File: src/rtl/keypad_entry_if.sv
// Keypad entry bundle: debounced key inputs, entry valid/ready handshake and display outputs.
// master = entry buffer side, slave = keypad/consumer/display side.
interface keypad_entry_if #(parameter int DIGITS = 4);
   localparam int LEN_W = $clog2(DIGITS + 1);

   logic [3:0]          key_code;
   logic                key_pressed;
   logic                entry_ready;
   logic                entry_valid;
   logic [4*DIGITS-1:0] entry_value;
   logic [LEN_W-1:0]    entry_len;
   logic [4*DIGITS-1:0] disp_digits;
   logic [DIGITS-1:0]   disp_mask;
   logic                key_reject;
   logic                timeout;

   modport master (
      input  key_code, key_pressed, entry_ready,
      output entry_valid, entry_value, entry_len, disp_digits, disp_mask, key_reject, timeout
   );

   modport slave (
      output key_code, key_pressed, entry_ready,
      input  entry_valid, entry_value, entry_len, disp_digits, disp_mask, key_reject, timeout
   );
endinterface

File: src/rtl/keypad_entry_buffer.sv
// Keypad entry buffer: one event per key press, hex digits assembled into a value, presented on valid/ready.
// KEYPAD_BACKSPACE_EN turns key 0xF into backspace; otherwise 0xF is an ordinary digit.
module keypad_entry_buffer #(
   parameter int          DIGITS         = 4,
   parameter int unsigned TIMEOUT_CYCLES = 500000000
) (
   input  logic           clk,
   input  logic           rst,
   keypad_entry_if.master kif
);
   localparam int               BUF_W   = 4 * DIGITS;
   localparam int               LEN_W   = $clog2(DIGITS + 1);
   localparam logic [LEN_W-1:0] LEN_MAX = LEN_W'(DIGITS);
   localparam logic [31:0]      TO_LAST = TIMEOUT_CYCLES - 32'd1;
`ifdef KEYPAD_BACKSPACE_EN
   localparam bit BS_EN = 1'b1;
`else
   localparam bit BS_EN = 1'b0;
`endif

   typedef enum logic [1:0] {S_IDLE, S_ENTRY, S_PEND} state_t;

   state_t             state, state_n;
   logic               kp_q;
   logic [BUF_W-1:0]   buf_q, buf_n, val_q, val_n;
   logic [LEN_W-1:0]   len_q, len_n, elen_q, elen_n;
   logic [DIGITS-1:0]  mask_q, mask_n;
   logic [31:0]        cnt_q, cnt_n;
   logic               vld_q, vld_n, rej_q, rej_n, to_q, to_n;
   logic               ev, is_enter, is_clear, is_bs;

   assign ev       = kif.key_pressed & ~kp_q;
   assign is_enter = (kif.key_code == 4'hE);
   assign is_clear = (kif.key_code == 4'hC);
   assign is_bs    = BS_EN && (kif.key_code == 4'hF);

   always_comb begin
      state_n = state;
      buf_n   = buf_q;
      len_n   = len_q;
      val_n   = val_q;
      elen_n  = elen_q;
      vld_n   = vld_q;
      cnt_n   = cnt_q;
      rej_n   = 1'b0;
      to_n    = 1'b0;
      mask_n  = '0;
      if (state == S_PEND) begin
         // Handshake wins; any key in this cycle still sees PENDING and is rejected.
         if (vld_q && kif.entry_ready) begin
            buf_n   = '0;
            len_n   = '0;
            val_n   = '0;
            elen_n  = '0;
            vld_n   = 1'b0;
            state_n = S_IDLE;
         end
         rej_n = ev;
      end else if (ev) begin
         if (is_enter) begin
            if (len_q != '0) begin
               state_n = S_PEND;
               vld_n   = 1'b1;
               val_n   = buf_q;
               elen_n  = len_q;
               cnt_n   = '0;
            end else begin
               rej_n = 1'b1;
            end
         end else if (is_clear) begin
            buf_n   = '0;
            len_n   = '0;
            cnt_n   = '0;
            state_n = S_IDLE;
         end else if (is_bs) begin
            if (len_q != '0) begin
               buf_n   = buf_q >> 4;
               len_n   = len_q - 1'b1;
               cnt_n   = '0;
               state_n = (len_q == LEN_W'(1)) ? S_IDLE : S_ENTRY;
            end else begin
               rej_n = 1'b1;
            end
         end else if (len_q < LEN_MAX) begin
            buf_n   = (buf_q << 4) | BUF_W'(kif.key_code);
            len_n   = len_q + 1'b1;
            cnt_n   = '0;
            state_n = S_ENTRY;
         end else begin
            rej_n = 1'b1;
         end
      end else if (state == S_ENTRY && TIMEOUT_CYCLES != 0) begin
         if (cnt_q == TO_LAST) begin
            buf_n   = '0;
            len_n   = '0;
            cnt_n   = '0;
            to_n    = 1'b1;
            state_n = S_IDLE;
         end else begin
            cnt_n = cnt_q + 32'd1;
         end
      end
      for (int i = 0; i < DIGITS; i++) begin
         mask_n[i] = (i < int'(len_n));
      end
   end

   // kp_q resets high so a key held through reset release gives no event.
   always_ff @(posedge clk or posedge rst) begin
      if (rst) begin
         state  <= S_IDLE;
         kp_q   <= 1'b1;
         buf_q  <= '0;
         len_q  <= '0;
         val_q  <= '0;
         elen_q <= '0;
         vld_q  <= 1'b0;
         cnt_q  <= '0;
         rej_q  <= 1'b0;
         to_q   <= 1'b0;
         mask_q <= '0;
      end else begin
         state  <= state_n;
         kp_q   <= kif.key_pressed;
         buf_q  <= buf_n;
         len_q  <= len_n;
         val_q  <= val_n;
         elen_q <= elen_n;
         vld_q  <= vld_n;
         cnt_q  <= cnt_n;
         rej_q  <= rej_n;
         to_q   <= to_n;
         mask_q <= mask_n;
      end
   end

   assign kif.entry_valid = vld_q;
   assign kif.entry_value = val_q;
   assign kif.entry_len   = elen_q;
   assign kif.disp_digits = buf_q;
   assign kif.disp_mask   = mask_q;
   assign kif.key_reject  = rej_q;
   assign kif.timeout     = to_q;
endmodule

File: src/flat_wrapper.sv
// flat-port wrapper written by rule: the top's interface ports become plain ports
module keypad_entry_buffer_flat 
#(
   parameter int          DIGITS         = 4,
   parameter int unsigned TIMEOUT_CYCLES = 500000000
)
  (clk, rst, kif_key_code, kif_key_pressed, kif_entry_ready, kif_entry_valid, kif_entry_value, kif_entry_len, kif_disp_digits, kif_disp_mask, kif_key_reject, kif_timeout);
  keypad_entry_if #(.DIGITS(DIGITS)) kif_i ();
  input  logic clk;
  input  logic rst;
  input wire logic [$bits(kif_i.key_code)-1:0] kif_key_code;
  input wire logic [$bits(kif_i.key_pressed)-1:0] kif_key_pressed;
  input wire logic [$bits(kif_i.entry_ready)-1:0] kif_entry_ready;
  output wire logic [$bits(kif_i.entry_valid)-1:0] kif_entry_valid;
  output wire logic [$bits(kif_i.entry_value)-1:0] kif_entry_value;
  output wire logic [$bits(kif_i.entry_len)-1:0] kif_entry_len;
  output wire logic [$bits(kif_i.disp_digits)-1:0] kif_disp_digits;
  output wire logic [$bits(kif_i.disp_mask)-1:0] kif_disp_mask;
  output wire logic [$bits(kif_i.key_reject)-1:0] kif_key_reject;
  output wire logic [$bits(kif_i.timeout)-1:0] kif_timeout;
  assign kif_i.key_code = kif_key_code;
  assign kif_i.key_pressed = kif_key_pressed;
  assign kif_i.entry_ready = kif_entry_ready;
  assign kif_entry_valid = kif_i.entry_valid;
  assign kif_entry_value = kif_i.entry_value;
  assign kif_entry_len = kif_i.entry_len;
  assign kif_disp_digits = kif_i.disp_digits;
  assign kif_disp_mask = kif_i.disp_mask;
  assign kif_key_reject = kif_i.key_reject;
  assign kif_timeout = kif_i.timeout;
  keypad_entry_buffer #(.DIGITS(DIGITS), .TIMEOUT_CYCLES(TIMEOUT_CYCLES)) u_core (.clk(clk), .rst(rst), .kif(kif_i));
endmodule
File: config.mk
export PLATFORM = sky130hd
export DESIGN_NAME = keypad_entry_buffer_flat
export DESIGN_NICKNAME = d
export VERILOG_FILES = /design/src/rtl/keypad_entry_if.sv /design/src/rtl/keypad_entry_buffer.sv /design/src/flat_wrapper.sv
export SDC_FILE = /design/constraint.sdc
export NUM_CORES = 1
export LEC_CHECK = 0
export BUFFER_PORTS_ARGS = -buffer_cell sky130_fd_sc_hd__buf_2
export CORE_MARGIN = 10
export CORE_UTILIZATION = 58
export CTS_CLUSTER_DIAMETER = 80
export CTS_CLUSTER_SIZE = 30
export DETAILED_ROUTE_END_ITERATION = 8
export PLACE_DENSITY = 0.77
export SYNTH_ARGS = -nofsm -noshare
export SYNTH_HDL_FRONTEND = slang
export SYNTH_SLANG_ARGS = --single-unit
File: constraint.sdc
create_clock -name clk -period 2.6 [get_ports clk]
set_input_delay 0.13 -clock clk [delete_from_list [all_inputs] [get_ports clk]]
set_output_delay 0.13 -clock clk [all_outputs]
set_load 0.01 [all_outputs]
Word level (Yosys, flattened, before mapping)
Index checks and enable logic that the tools add are counted.

cells by class
  bitwise operators = 4
  $add $sub $neg = 2
  equality and inequality tests = 12
  $lt $le $gt $ge = 5
  reductions and logical operators = 12
  multiplexer cells = 56

operators by type and width
  operator                 count
  $mux W32                 7
  $mux W16                 12
  $mux W3                  13
  $add A32 B1 Y32 const B  1
  $eq A32 B29 Y1 const B   1
  $mux W2                  9
  $or A16 B4 Y16           1
  $mux W1                  15
  $ne A4 B4 Y1 const B     3
  $reduce_and A5 Y1        2
  $reduce_bool A3 Y1       3
  $eq A4 B4 Y1 const B     2
  $reduce_and A4 Y1        2
  $reduce_bool A2 Y1       4
  $lt A1 B3 Y1 const A     2
  $lt A2 B3 Y1 const A     2
  $ne A3 B3 Y1 const B     2
  $ne A5 B5 Y1 const B     1
  $add A3 B1 Y3 const B    1
  $lt A3 B3 Y1 const B     1
  $eq A2 B1 Y1 const B     1
  $eq A2 B2 Y1 const B     1
  $ne A2 B2 Y1 const B     1
  $not A1 Y1               2
  other kinds (2)          2

storage, ports and cells
  flip-flop bits (word level) = 80
  output and inout bits = 42
  word-level logic and storage cells = 102
  input port bits = 8

Depth between registers and ports, before layout
  depth in word-level cells = 7
  gate-level depth with buffers = 9
  depth with buffers taken out = 7

Worst setup path before layout
Ideal clock, no wire load.

  kind = reg2reg
  start point = reg u_core.len_q[1]
  end point = reg u_core.cnt_q[31]
  cell stages (with the launch flop) = 8
  arrival = 1.939 ns
  path slack = 0.584 ns
  setup time = 0.077 ns
  period minus slack after synthesis = 2.016 ns
  buffers on the path = 0
  required time = 2.523 ns
  path through = dfrtp_1 inv_1 ha_1 nor2b_1 a221oi_4 o2111a_2 or4b_1 a21oi_1

on the way
  word-level cells in the longest chain between the ends = 3
  elaborated cells between the ends (all ways) = 5
  classes of those cells = 1 x order compare; 2 x eq/ne; 2 x reduce/logical

ends and longest elaborated chain
  element                                                        RTL line                                              text
  start, declared                                                keypad_entry_buffer.sv:26                             logic [LEN_W-1:0] len_q, len_n, elen_q, elen_n;
  start signal, assigned                                         keypad_entry_buffer.sv:126                            len_q <= len_n;
  $lt A3 B3 Y1 or $reduce_bool A3 Y1 (tied branches)             keypad_entry_buffer.sv:84, keypad_entry_buffer.sv:61
  $ne A4 B4 Y1 (no source line) or $ne A3 B3 Y1 (tied branches)  -
  $reduce_and A4 Y1 (no source line) *                           -
  end signal, assigned                                           keypad_entry_buffer.sv:130                            cnt_q <= cnt_n;
  end, declared                                                  keypad_entry_buffer.sv:28                             logic [31:0] cnt_q, cnt_n;

Mark *: on every way between the ends. The rest lies on a longest branch, timed or not.
A chain may end at the register's enable or synchronous reset.

Worst setup path after layout
  start point = reg u_core.len_q[1]
  end point = reg u_core.cnt_q[16]

Same word-level chain as after synthesis.

==> metrics <==
final period utilization just over 90%; post-route core utilization 68.96%; Syn Area/Cell 9.349 sq um; Critical Path Stages 7; Starting Density 60.02%; Worst Path Buf+Inv 1; final setup fails 0; Critical Path Start u_core.len_q[1]; f_max 420.5 MHz; PwrDens about 730 mW/mm^2; Worst EP arrival approximately 2.7 ns; Die Y 104.3 um; count of cell types in the netlist 68; Syn Std Cell Area 0.004123 sq mm; Die Wd 104.3 um; skew final 0.01204 ns; largest net degree at the start of global routing 80; crit-path cells inv_1 -> ha_1 -> nor2b_1 -> a221oi_4 -> o21ai_4 -> or4_1 -> a21oi_1; initial antenna violation count 0; Ant. Diodes 0; ANT nets after route 0; Min-Delay Path Class in2reg; CP startpoint kind flop; internal power 0.002286 W; clock network fraction of total power 28.2%; hpwl dp 6.958 mm; Most used DFF post-synth dfrtp_1; area of the die 0.01088 sq mm; worst skew pair latency about 0.36 ns; vias per cell 5.970; Worst Path Max Fanout 23; clk slew on worst S/H paths 0.08 ns; Crit path largest cell delay 0.55 ns; R2R Path End u_core.cnt_q[16]; status finished clean; EDFF count, synth 0; Yosys warning count 0; unrepaired setup endpoints after global routing no; most instantiated library cell after synthesis nand2_1; NetSw 0.001189 W; asr flop ratio synth 100.0%; global placer's final weighted congestion roughly 0.85; drt wl/cell 16.38 um; final cell count without fillers 592; peak supply drop slightly below 0.3 mV; total gr overflow 0; combinational share of power a little over a quarter; share of layout cells above drive strength 1 roughly a fifth; commonest cells in the netlist nand2_1, dfrtp_1, o21ai_0; CTS Root Cell clkbuf_8; highest-delay cell along the critical path or4_1; placed cells 574; top cell family by delay on the critical path compound AO/OA/AOI/OAI gates; DRC 0; worst path required time 2.87 ns; Reg2Reg Setup Slack 0.22 ns; Sequential cell area 0.001978 sq mm; static leakage 2.068 nW; Worst Setup EP u_core.cnt_q[16]; Setup WS pre-CTS 0.04708 ns; total number of vias 3534; # IOs 50; post-route setup TNS 0 ns; worst path setup slack after routing 0.2218 ns; CORE AREA slightly below 0.007 sq mm; sequential power share 45.6%; worst r2r src u_core.len_q[1]; H-tree levels 3; Seq/Total Area, Yosys 47.98%; Post-Syn Nets approximately 450; Sw Ratio 34.22%; Fin. Hold Viols 0; Fill cells ~550; post-layout minimum cycle time 2.378 ns; R2R cell count 7; Syn-to-layout area delta 14.90%; DRT Wirelength just under 10 mm; number of global-route vias before repair approximately 3500; Synth top area share between 40% and 50%; Multi-input gate area 0.001942 sq mm; Overall Global Routing Usage between 10% and 20%; Synth Instances 441; max_cap viols 0; post-synth top area cell dfrtp_1; Initial DRT Pass Iterations 5; relative slew slack 54.12%; maximum buffer depth of the clock tree 2; Slew Limit Fails 0; CTS Buf Count 9; Total Nets Final 504; CP endpoint kind flop; Rows 30; DR iter-0 viols 249; #FFs+latches synth 79; clk sinks 79; CTS tree done; WS Path Type reg2reg; IO buf count 49; first-pass GRT wire length 16.70 mm; largest cells by area after synthesis dfrtp_1, nand2_1, o21ai_0; slew of the pin with the lowest slew margin 0.6867 ns; Power Total 0.003476 W
-- sequential cells by signal, summed over array words and instances, names as in the netlist --
register and count:
u_core.kif.disp_mask 3, u_core.cnt_q 32, u_core.kif.entry_value 16, u_core.kp_q 1, u_core.len_q 3, u_core.kif.entry_len 3, u_core.state 2, u_core.kif.timeout 1
u_core.kif.key_reject 1, u_core.kif.entry_valid 1, u_core.kif.disp_digits 16
-- kinds of logic (layout without fill, tap and decap cells) --
logic type      Yosys count  in the layout  share of synthesized area [%]
buf+inv                  54            109                          5.493
fa+ha+maj                 5              5                          1.517
mux                      16             16                          3.885
flops                    79             79                          47.98
compound gates          108            108                          17.54
xor+xnor                  5              5                          1.062
simple gates            174            174                          22.52
-- tightest hold or removal path, cell delays in order --
cell and delay (ns):
buf_2 0.11, nand2_1 0.05, mux2i_1 0.06
-- per-stage QoR --
step	instance area (sq um)	hold WS (ns)
floorplan	4123	0.1345
global placement	4488	0.2536
detailed placement	4488	0.2559
CTS	4716	0.02773
global route	4737	0.04565
finish	4737	0.03950
-- cell usage in the layout, fill, tap and decap left out, types with 2 or more instances in the layout --
cell           instances
nor4_1                 3
o41ai_1                3
buf_2                 49
clkbuf_8               9
or3_1                  4
nor2b_1                2
nand4_1               10
buf_4                  9
o22ai_1                3
nor3_1                 3
o21ai_0               36
o31ai_1               10
a21oi_1               23
nand3b_1               2
and2_1                 5
or4_1                  9
nor2_1                12
a21o_1                 3
a22oi_1                2
o2111ai_1              2
bufinv_16              2
inv_1                 30
nand2_1               79
dlygate4sd3_1          2
mux2i_1               16
clkbuf_1               3
and4_1                 6
ha_1                   5
nand2b_1               2
a22o_1                 2
nand3_1               16
dfrtp_1               78
and3_1                 5
buf_12                 2
or4b_1                 2
a31oi_1                4
xnor2_1                4
a211oi_1               2
-- worst min-delay path by stage --
stage                         start                          to  cells past startpoint
CTS                 kif_key_code[1]   u_core.kif.disp_digits[1]                      3
floorplan           kif_key_pressed                 u_core.kp_q                      0
finish              kif_key_code[1]   u_core.kif.disp_digits[1]                      3
detailed placement              rst  u_core.kif.entry_value[15]                      3
global route        kif_key_code[1]   u_core.kif.disp_digits[1]                      3
global placement                rst  u_core.kif.entry_value[12]                      3
-- power groups by stage --
stage	Clock, W	Combinational [W]	Sequential, W
floorplan	0	0.000587	0.00162
global placement	0	0.000872	0.00159
detailed placement	0	0.000906	0.00160
CTS	0.000994	0.000912	0.00158
global route	0.00105	0.00102	0.00162
finish	0.000979	0.000912	0.00159
-- per-layer routing --
metal	global-route usage, %	up-vias	part of all wire [%]
met2	29.68	116	49
met1	21.84	1722	43
met5	0	-	0
met4	8.052	0	2.3
li1	-	1675	-
met3	4.213	21	5.6
-- layout make-up --
| cell class | count | share of cell area [%] |
|---|---|---|
| sequential | 79 | 41.76 |
| multi-input combinational | 308 | 40.99 |
| timing repair buffer | 62 | 7.871 |
| clock buffer | 12 | 2.853 |
| tap | 96 | 2.536 |
| inverter | 31 | 2.456 |
| clock inverter | 4 | 1.532 |
-- repair_timing --
action / CTS / global route
setup endpoints to repair: 0 / 26
hold buffers: 2 / 0
endpoints found under the hold margin: 79 / 0
resized for setup: 0 / 3
buffers inserted: 0 / 0
Power figures use the tool's default switching activity.
